==> src/rtl/dbus_lsu.sv <==
// Load/store unit: turns one MEM-stage access into a byte-lane data-bus request and formats the reply.
// Latency: bus request from the cycle after accept; response pulse one cycle after data_ok (or timeout); errors respond one cycle after accept.
// Backpressure: req_ready is high only in IDLE; stall_o holds the pipeline while busy or while an access is offered.
module dbus_lsu #(
    parameter int DATA_W  = 64,
    parameter int ADDR_W  = 64,
    parameter int TIMEOUT = 255
) (
    input  logic                  clk,
    input  logic                  rst,
    input  logic                  req_valid,
    output logic                  req_ready,
    input  logic                  req_we,
    input  logic [2:0]            req_info,
    input  logic [ADDR_W-1:0]     req_addr,
    input  logic [DATA_W-1:0]     req_wdata,
    output logic                  dreq_valid,
    output logic [ADDR_W-1:0]     dreq_addr,
    output logic [2:0]            dreq_size,
    output logic [DATA_W/8-1:0]   dreq_strobe,
    output logic [DATA_W-1:0]     dreq_data,
    input  logic                  dresp_data_ok,
    input  logic [DATA_W-1:0]     dresp_data,
    output logic                  resp_valid,
    output logic [DATA_W-1:0]     resp_data,
    output logic [1:0]            resp_err,
    output logic                  stall_o
);

    localparam int NB    = DATA_W / 8;
    localparam int OFF_W = $clog2(NB);
    localparam int CNT_W = (TIMEOUT > 1) ? $clog2(TIMEOUT + 1) : 1;
    localparam logic [CNT_W-1:0] TO_LAST = CNT_W'((TIMEOUT > 0) ? TIMEOUT - 1 : 0);

    localparam logic [1:0] ERR_OK      = 2'b00;
    localparam logic [1:0] ERR_MISALGN = 2'b01;
    localparam logic [1:0] ERR_TIMEOUT = 2'b10;
    localparam logic [1:0] ERR_ILLEGAL = 2'b11;

    typedef enum logic [1:0] {IDLE, REQ_WAIT, RESP, ERR} state_t;

    state_t              state_q, state_d;
    logic [ADDR_W-1:0]   addr_q, addr_d;
    logic [2:0]          info_q, info_d;
    logic                we_q, we_d;
    logic [NB-1:0]       strobe_q, strobe_d;
    logic [DATA_W-1:0]   wdata_q, wdata_d;
    logic [DATA_W-1:0]   rdata_q, rdata_d;
    logic [1:0]          err_q, err_d;
    logic [CNT_W-1:0]    cnt_q, cnt_d;

    logic [1:0]          req_size;
    logic [OFF_W-1:0]    req_off;
    logic                illegal;
    logic                misaligned;
    logic [NB-1:0]       base_mask;
    logic [DATA_W-1:0]   lane;
    logic [DATA_W-1:0]   load_fmt;
    logic                to_hit;

    assign req_size = req_info[1:0];
    assign req_off  = req_addr[OFF_W-1:0];

    // Decode legality, byte-lane mask and load-data formatting for the incoming and pending accesses
    always_comb begin
        illegal = (req_info == 3'd7) ||
                  ((DATA_W == 32) && ((req_info == 3'd3) || (req_info == 3'd6)));
        case (req_size)
            2'd0:    misaligned = 1'b0;
            2'd1:    misaligned = req_addr[0];
            2'd2:    misaligned = |req_addr[1:0];
            default: misaligned = |req_addr[2:0];
        endcase
        case (req_size)
            2'd0:    base_mask = NB'(1);
            2'd1:    base_mask = NB'(3);
            2'd2:    base_mask = NB'(15);
            default: base_mask = '1;
        endcase
        lane = dresp_data >> {addr_q[OFF_W-1:0], 3'b000};
        case (info_q)
            3'd0:    load_fmt = DATA_W'($signed(lane[7:0]));
            3'd1:    load_fmt = DATA_W'($signed(lane[15:0]));
            3'd2:    load_fmt = DATA_W'($signed(lane[31:0]));
            3'd3:    load_fmt = lane;
            3'd4:    load_fmt = DATA_W'(lane[7:0]);
            3'd5:    load_fmt = DATA_W'(lane[15:0]);
            3'd6:    load_fmt = DATA_W'(lane[31:0]);
            default: load_fmt = '0;
        endcase
        to_hit = (TIMEOUT != 0) && (cnt_q == TO_LAST);
    end

    // State and datapath registers; reset also abandons any outstanding bus request
    always_ff @(posedge clk) begin
        if (rst) begin
            state_q  <= IDLE;
            addr_q   <= '0;
            info_q   <= '0;
            we_q     <= 1'b0;
            strobe_q <= '0;
            wdata_q  <= '0;
            rdata_q  <= '0;
            err_q    <= ERR_OK;
            cnt_q    <= '0;
        end else begin
            state_q  <= state_d;
            addr_q   <= addr_d;
            info_q   <= info_d;
            we_q     <= we_d;
            strobe_q <= strobe_d;
            wdata_q  <= wdata_d;
            rdata_q  <= rdata_d;
            err_q    <= err_d;
            cnt_q    <= cnt_d;
        end
    end

    // Next state: accept in IDLE, wait for data_ok or timeout, then a single response cycle
    always_comb begin
        state_d  = state_q;
        addr_d   = addr_q;
        info_d   = info_q;
        we_d     = we_q;
        strobe_d = strobe_q;
        wdata_d  = wdata_q;
        rdata_d  = rdata_q;
        err_d    = err_q;
        cnt_d    = cnt_q;
        case (state_q)
            IDLE: begin
                if (req_valid) begin
                    rdata_d = '0;
                    if (illegal || misaligned) begin
                        // Illegal size outranks misalignment; no bus request is made
                        state_d = ERR;
                        err_d   = illegal ? ERR_ILLEGAL : ERR_MISALGN;
                    end else begin
                        state_d  = REQ_WAIT;
                        err_d    = ERR_OK;
                        addr_d   = req_addr;
                        info_d   = req_info;
                        we_d     = req_we;
                        strobe_d = base_mask << req_off;
                        wdata_d  = req_wdata << {req_off, 3'b000};
                        cnt_d    = '0;
                    end
                end
            end
            REQ_WAIT: begin
                // data_ok on the expiry cycle still counts as a good completion
                if (dresp_data_ok) begin
                    state_d = RESP;
                    err_d   = ERR_OK;
                    rdata_d = we_q ? '0 : load_fmt;
                end else if (to_hit) begin
                    state_d = RESP;
                    err_d   = ERR_TIMEOUT;
                    rdata_d = '0;
                end else begin
                    cnt_d = cnt_q + CNT_W'(1);
                end
            end
            default: begin
                state_d = IDLE;
            end
        endcase
    end

    // Outputs decoded from the current state and latched request
    always_comb begin
        req_ready   = (state_q == IDLE);
        dreq_valid  = (state_q == REQ_WAIT);
        resp_valid  = (state_q == RESP) || (state_q == ERR);
        dreq_addr   = addr_q;
        dreq_size   = {1'b0, info_q[1:0]};
        dreq_strobe = strobe_q;
        dreq_data   = wdata_q;
        resp_data   = resp_valid ? rdata_q : '0;
        resp_err    = resp_valid ? err_q : ERR_OK;
        stall_o     = (state_q != IDLE) || req_valid;
    end

endmodule

==> config.mk <==
export PLATFORM = sky130hd
export DESIGN_NAME = dbus_lsu
export DESIGN_NICKNAME = d
export VERILOG_FILES = /design/src/rtl/dbus_lsu.sv
export SDC_FILE = /design/constraint.sdc
export NUM_CORES = 1
export LEC_CHECK = 0
export CORE_AREA = 2 2 160 162
export CTS_BUF_LIST = sky130_fd_sc_hd__clkbuf_16
export DETAILED_ROUTE_END_ITERATION = 6
export DIE_AREA = 0 0 162 164
export DONT_BUFFER_PORTS = 1
export GPL_ROUTABILITY_DRIVEN = 0
export GPL_TIMING_DRIVEN = 0
export PLACE_DENSITY = 0.69
export SLEW_MARGIN = 0
export SYNTH_ARGS = -nofsm -noshare
export SYNTH_HDL_FRONTEND = slang
export SYNTH_SLANG_ARGS = --single-unit
==> constraint.sdc <==
create_clock -name clk -period 2.4 [get_ports clk]
set_input_delay 0.48 -clock clk [delete_from_list [all_inputs] [get_ports clk]]
set_output_delay 0.48 -clock clk [all_outputs]
set_load 0.05 [all_outputs]
Word-level counts from Yosys, hierarchy flattened
Index checks and enable logic that the tools add are counted.
- register bits: 216
- bits in latches: 0
- RAM bits: 0
- bits in read-only memories: 0
- input port bits: 200
- output and inout bits: 209
- memories: 0
- add/sub/neg operators: 1
- multiply operators: 0
- div/mod/pow operators: 0
- magnitude comparators: 0
- equal/unequal tests: 18
- shift-type cells: 3
- multiplexer cells: 25
- bitwise operators: 1
- reductions and logical operators: 14
- operator list (operator ; count):
    $pmux W64 S7 ; 1
    $mux W64 ; 5
    $pmux W64 S2 ; 1
    $shl A64 B6 Y64 ; 1
    $shr A64 B6 Y64 ; 1
    $mux W8 ; 4
    $pmux W8 S3 ; 1
    $mux W2 ; 9
    $pmux W8 S2 ; 1
    $eq A3 B3 Y1 const B ; 4
    $add A8 B1 Y8 const B ; 1
    $eq A8 B8 Y1 const B ; 1
    $ne A2 B2 Y1 const B ; 4
    $pmux W2 S2 ; 2
    $shl A8 B3 Y8 ; 1
    $eq A2 B2 Y1 const B ; 3
    $eq A3 B2 Y1 const B ; 2
    $reduce_and A3 Y1 ; 2
    $reduce_and A5 Y1 ; 1
    $eq A2 B1 Y1 const B ; 2
    $logic_not A2 Y1 ; 2
    $reduce_bool A2 Y1 ; 2
    $eq A3 B1 Y1 const B ; 1
    $logic_not A3 Y1 ; 1
    other kinds (7) ; 9

Longest topological paths before layout
- depth after elaboration: 6
- depth in mapped cells: 10

Least setup slack after synthesis
No wires, ideal clock.
- path kind: reg-to-reg
- start: register state_q[0]
- end: register rdata_q[47]
- arrival: 2.254 ns
- path slack: 0.057 ns
- cell stages (with the launch flop): 7
- buffers on the path: 2
- clock period less this slack: 2.343 ns
- cells stage by stage: dfxtp_1 > nor2b_1 > and4b_1 > clkbuf_1 > clkbuf_1 > a21oi_1 > a311oi_2
- word-level cells in the longest chain between the ends: 3
- elaborated cells between the ends (all ways): 7
- classes of those cells: eq/ne (3); mux (1); reduce/logical (3)
- RTL lines (item ; RTL line ; source):
    start: declaration ; 42 ; state_t state_q, state_d;
    start signal: assignment ; 107 ; state_q <= state_d;
    $eq A2 B1 Y1 (*) ; - ;
    named net dreq_valid ; 17 ; output logic dreq_valid,
    $ne A3 B1 Y1 (no line) or $reduce_bool A2 Y1 (tied branches) ; - ;
    $reduce_and A3 Y1 (no line) ; - ;
    end signal: assignment ; 113 ; rdata_q <= rdata_d;
    end: declaration ; 48 ; logic [DATA_W-1:0] rdata_q, rdata_d;
The timed path passes the listed nets; every way through them passes the cells marked *.
A chain may end at the register's enable or synchronous reset.

Worst setup path after layout
- start: register state_q[1]
- end: output resp_data[27]
- word-level cells in the longest chain between the ends: 3
- elaborated cells between the ends (all ways): 4
- classes of those cells: eq/ne (2); mux (1); reduce/logical (1)
- RTL lines (item ; RTL line ; source):
    $eq A2 B2 Y1 ; 174 ; resp_valid = (state_q == RESP) || (state_q == ERR);
    $logic_or A1 B1 Y1 (*) ; 174 ;
    $mux W64 (*) ; 179 ; resp_data = resp_valid ? rdata_q : '0;
    end: declaration ; 25 ; output logic [DATA_W-1:0] resp_data,
Every way passes the cells marked *; elsewhere a longest branch is shown, timed or not.

==> impl_metrics.tcl <==
set metrics [dict create \
    die_w_um 162 \
    slowest_stage "dfxtp_2" \
    core_mm2 0.02482 \
    period_minus_slack_ns 2.443 \
    rsz0062_at_grt "yes" \
    worstSetupPathType "reg2out" \
    cts_buffer_depth 3 \
    worstPathCellList "clkbuf_4, clkbuf_2, and2_2" \
    violations "design-rule violations, negative setup slack" \
    dp_slack_ns -0.6540 \
    dieArea_mm2 0.02657 \
    wl_per_cell_um 25.69 \
    leakagePower_nw 4.639 \
    drv_cap 0 \
    worst_slew_pin_slew_ns 0.9126 \
    worst_slack_ns -0.04343 \
    min-delay-path-class "in2reg" \
    multiInputGateArea_mm2 0.007346 \
    finClkSkew_ns 0.01862 \
    yosys_warnings 0 \
    clk_latency_ns 0.54 \
    dpl.cell_count 1807 \
    relSlewSlack 0.3916 \
    grt_usage 0.3407 \
    slew_violations 0 \
    h-tree-depth 1 \
    synth_ff_type "dfxtp_1" \
    fmax_mhz 409.3 \
    die_h_um 164 \
    root_buffer "clkbuf_16" \
    synthXorXnorAreaFrac 0 \
    synth_compound_area_frac 0.2351 \
    grt_antenna_before_repair 1 \
    synth_edf_count 0 \
    syn-num-nets 1679 \
    clk_pin_slew_worst_paths_ns 0.06 \
    dpl.hpwl_um 36660 \
    netlist_area_mm2 0.01226 \
    synth.area.mux_share 0.1589 \
    async_flop_share 0 \
    netlist_instances 1477 \
    synthSimpleGateAreaFrac 0.1884 \
    cts.sinks 216 \
    drt_wl_total_um 47650 \
    crit_buf_inv 2 \
    io_pins 409 \
    arrival_ns 1.96 \
    io_buffers 0 \
    p_per_area_mw_per_mm2 715.0 \
    grt_pass1_vias 11570 \
    drive_above_1_share 0.2185 \
    initialDrtViolationCount 1311 \
    initial_core_util 0.4940 \
    grt_first_pass_wirelength_um 69790 \
    nets 1707 \
    syn_avg_cell_area_um2 8.301 \
    synth_cell_types 66 \
    start_kind "flop" \
    yosys.area_share.adder 0.002857 \
    synth_top_family_by_area "compound AO/OA/AOI/OAI gates" \
    area_growth_pct 11.70 \
    dr_total_vias 12030 \
    hold_buffers 0 \
    cts_inserted_buffers 25 \
    final-setup-viol-count 2 \
    via_per_inst 6.482 \
    placed_area_mm2 0.01267 \
    vdd_drop_max_uv 637.2 \
    cp_top_family "buffers and inverters" \
    grt_max_degree 15 \
    fillerInstances 2322 \
    layoutNonFillerInstCount 1855 \
    status "finished with violations" \
    drc 3 \
    cp_slowest_stage_delay_ns 0.47 \
    rows 58 \
    seqCellArea_mm2 0.004337 \
    firstDrtPassIters 7 \
    hold_viol_final 0 \
    holdWs_ns 0.07413 \
    design_area_mm2 0.01369 \
    cts_tree "built" \
    yosysSeqAreaShare 0.3527 \
    cp-end-kind "output pin" \
    grt_overflow_total 0 \
    timing.final.crit_share 1.018 \
    ys_ff_latch 216 \
    antenna_left 0 \
    critPathMaxFanout 10 \
    crit_required_ns 1.92 \
    utilization 0.5518 \
]
## layout make-up
cell class,instances,area share
well taps,330,0.03015
repair buffers,2,0.001096
multi-input cells,1109,0.5364
flip-flops and latches,216,0.3167
inverters,7,0.001919
plain buffers,144,0.05537
diodes,1,0.0001827
clock buffers,25,0.04568
clock inverters,21,0.01252
## through the flow
step / TNS, ns / total power [mW]
after CTS: 0 / 9.729
after floorplan: 0 / 5.502
after detailed placement: -92.31 / 5.990
after global placement: -86.08 / 5.959
after global routing: -0.1582 / 10.08
final: -0.08557 / 9.791
## timing repair
item,4_1_cts,5_1_grt
cloned,0,0
setup endpoints to repair,278,99
gates resized for setup,97,38
setup buffers,0,2
pin swaps,0,1
## Yosys cell counts (2+ instances only)
library cell  number  share of area
buf_4             18          0.011
nand4_1            3         0.0015
nand3_1           15         0.0061
nand3b_1           9         0.0055
buf_2             50          0.020
a21oi_1          223          0.091
nor2b_1           12         0.0061
a32oi_1            7         0.0050
buf_1              8         0.0024
nand2b_1           7         0.0036
nand2_1          254          0.078
a211o_1            6         0.0043
inv_1              6         0.0018
o21ai_0           39          0.016
a22oi_1           34          0.021
dfxtp_1          216           0.35
mux2_2            75          0.069
nor3_2             2         0.0016
o21a_1             2         0.0012
a2bb2oi_1          8         0.0057
a211oi_1          20          0.012
a31oi_1            9         0.0046
nor2_1            83          0.025
buf_6              6         0.0055
and2_1            71          0.036
ha_1               2         0.0020
o2bb2ai_1          2         0.0014
nor3_1            16         0.0065
a311oi_2          21          0.026
or3_1             22          0.011
clkbuf_1          62          0.019
a211oi_2           8         0.0082
and3_1             4         0.0020
a311oi_1          21          0.015
mux4_2            17          0.031
o22ai_1           10         0.0051
a2111oi_0          2         0.0014
mux2i_1           72          0.059
o2111ai_1          7         0.0050
o32ai_1            2         0.0014
## layer usage
metal | track usage | vias to the layer above | wire length, um
li1 | - | 5376 | -
met4 | 0.1693 | 2 | 2721
met3 | 0.1301 | 176 | 6508
met1 | 0.4100 | 5633 | 17580
met5 | 0 | - | 16
met2 | 0.5344 | 838 | 20820
## cells in the final DEF, fill, tap and decap left out, types with 5 or more instances in the layout
cell       Yosys  routed
buf_1          8       5
a21oi_1      223     223
a211o_1        6       6
a22oi_1       34      34
nor3_1        16      16
a311oi_2      21      21
clkinv_1       0       5
nand3_1       15      15
buf_4         18      20
mux4_2        17      17
a211oi_2       8       8
buf_2         50      47
and2_2         0      32
nor2b_1       12       9
o22ai_1       10      10
and2_1        71      10
clkbuf_1      62      50
nor2_1        83      81
a31oi_1        9       9
mux2i_1       72      70
mux2_2        75      75
clkbuf_16      0      25
a311oi_1      21      21
a32oi_1        7       7
nand3b_1       9       9
a2bb2oi_1      8       7
inv_1          6       9
buf_6          6       7
nand2_1      254     253
clkbuf_2       0      13
or3_1         22      22
and2_4         0      29
o21ai_0       39      39
dfxtp_1      216     212
o2111ai_1      7       7
a211oi_1      20      20
nand2b_1       7       7
## cell families (layout without fill, tap and decap cells)
| family | count (synthesis) | after routing |
|---|---|---|
| muxes | 164 | 164 |
| buffers and inverters | 152 | 199 |
| adders and majority gates | 3 | 3 |
| DFF | 216 | 216 |
| and+or+nand+nor | 505 | 505 |
| AOI/OAI and AO/OA | 436 | 436 |
| other | 1 | 2 |
## worst paths after layout
check,cells after the start,from,endpoint,slack (ns)
max,3,state_q[1],resp_data[27],-0.04
min,2,req_addr[42],dreq_addr[42],0.07
max reg2reg,8,dreq_addr[0],rdata_q[44],0.08
min reg2reg,2,rdata_q[7],rdata_q[7],0.46
## flip-flops by register name, summed over array words and instances, names as in the netlist
register     flops
err_q            2
we_q             1
dreq_addr       64
info_q           3
rdata_q         64
dreq_data       64
dreq_strobe      8
cnt_q            8
state_q          2
## report_power, final
group / total [mW] / switching (mW) / internal (mW)
sequential: 4.25 / 0.516 / 3.74
clock: 3.78 / 1.65 / 2.13
combinational: 1.76 / 1.14 / 0.615
No activity file was read; power rests on OpenSTA's default activity.
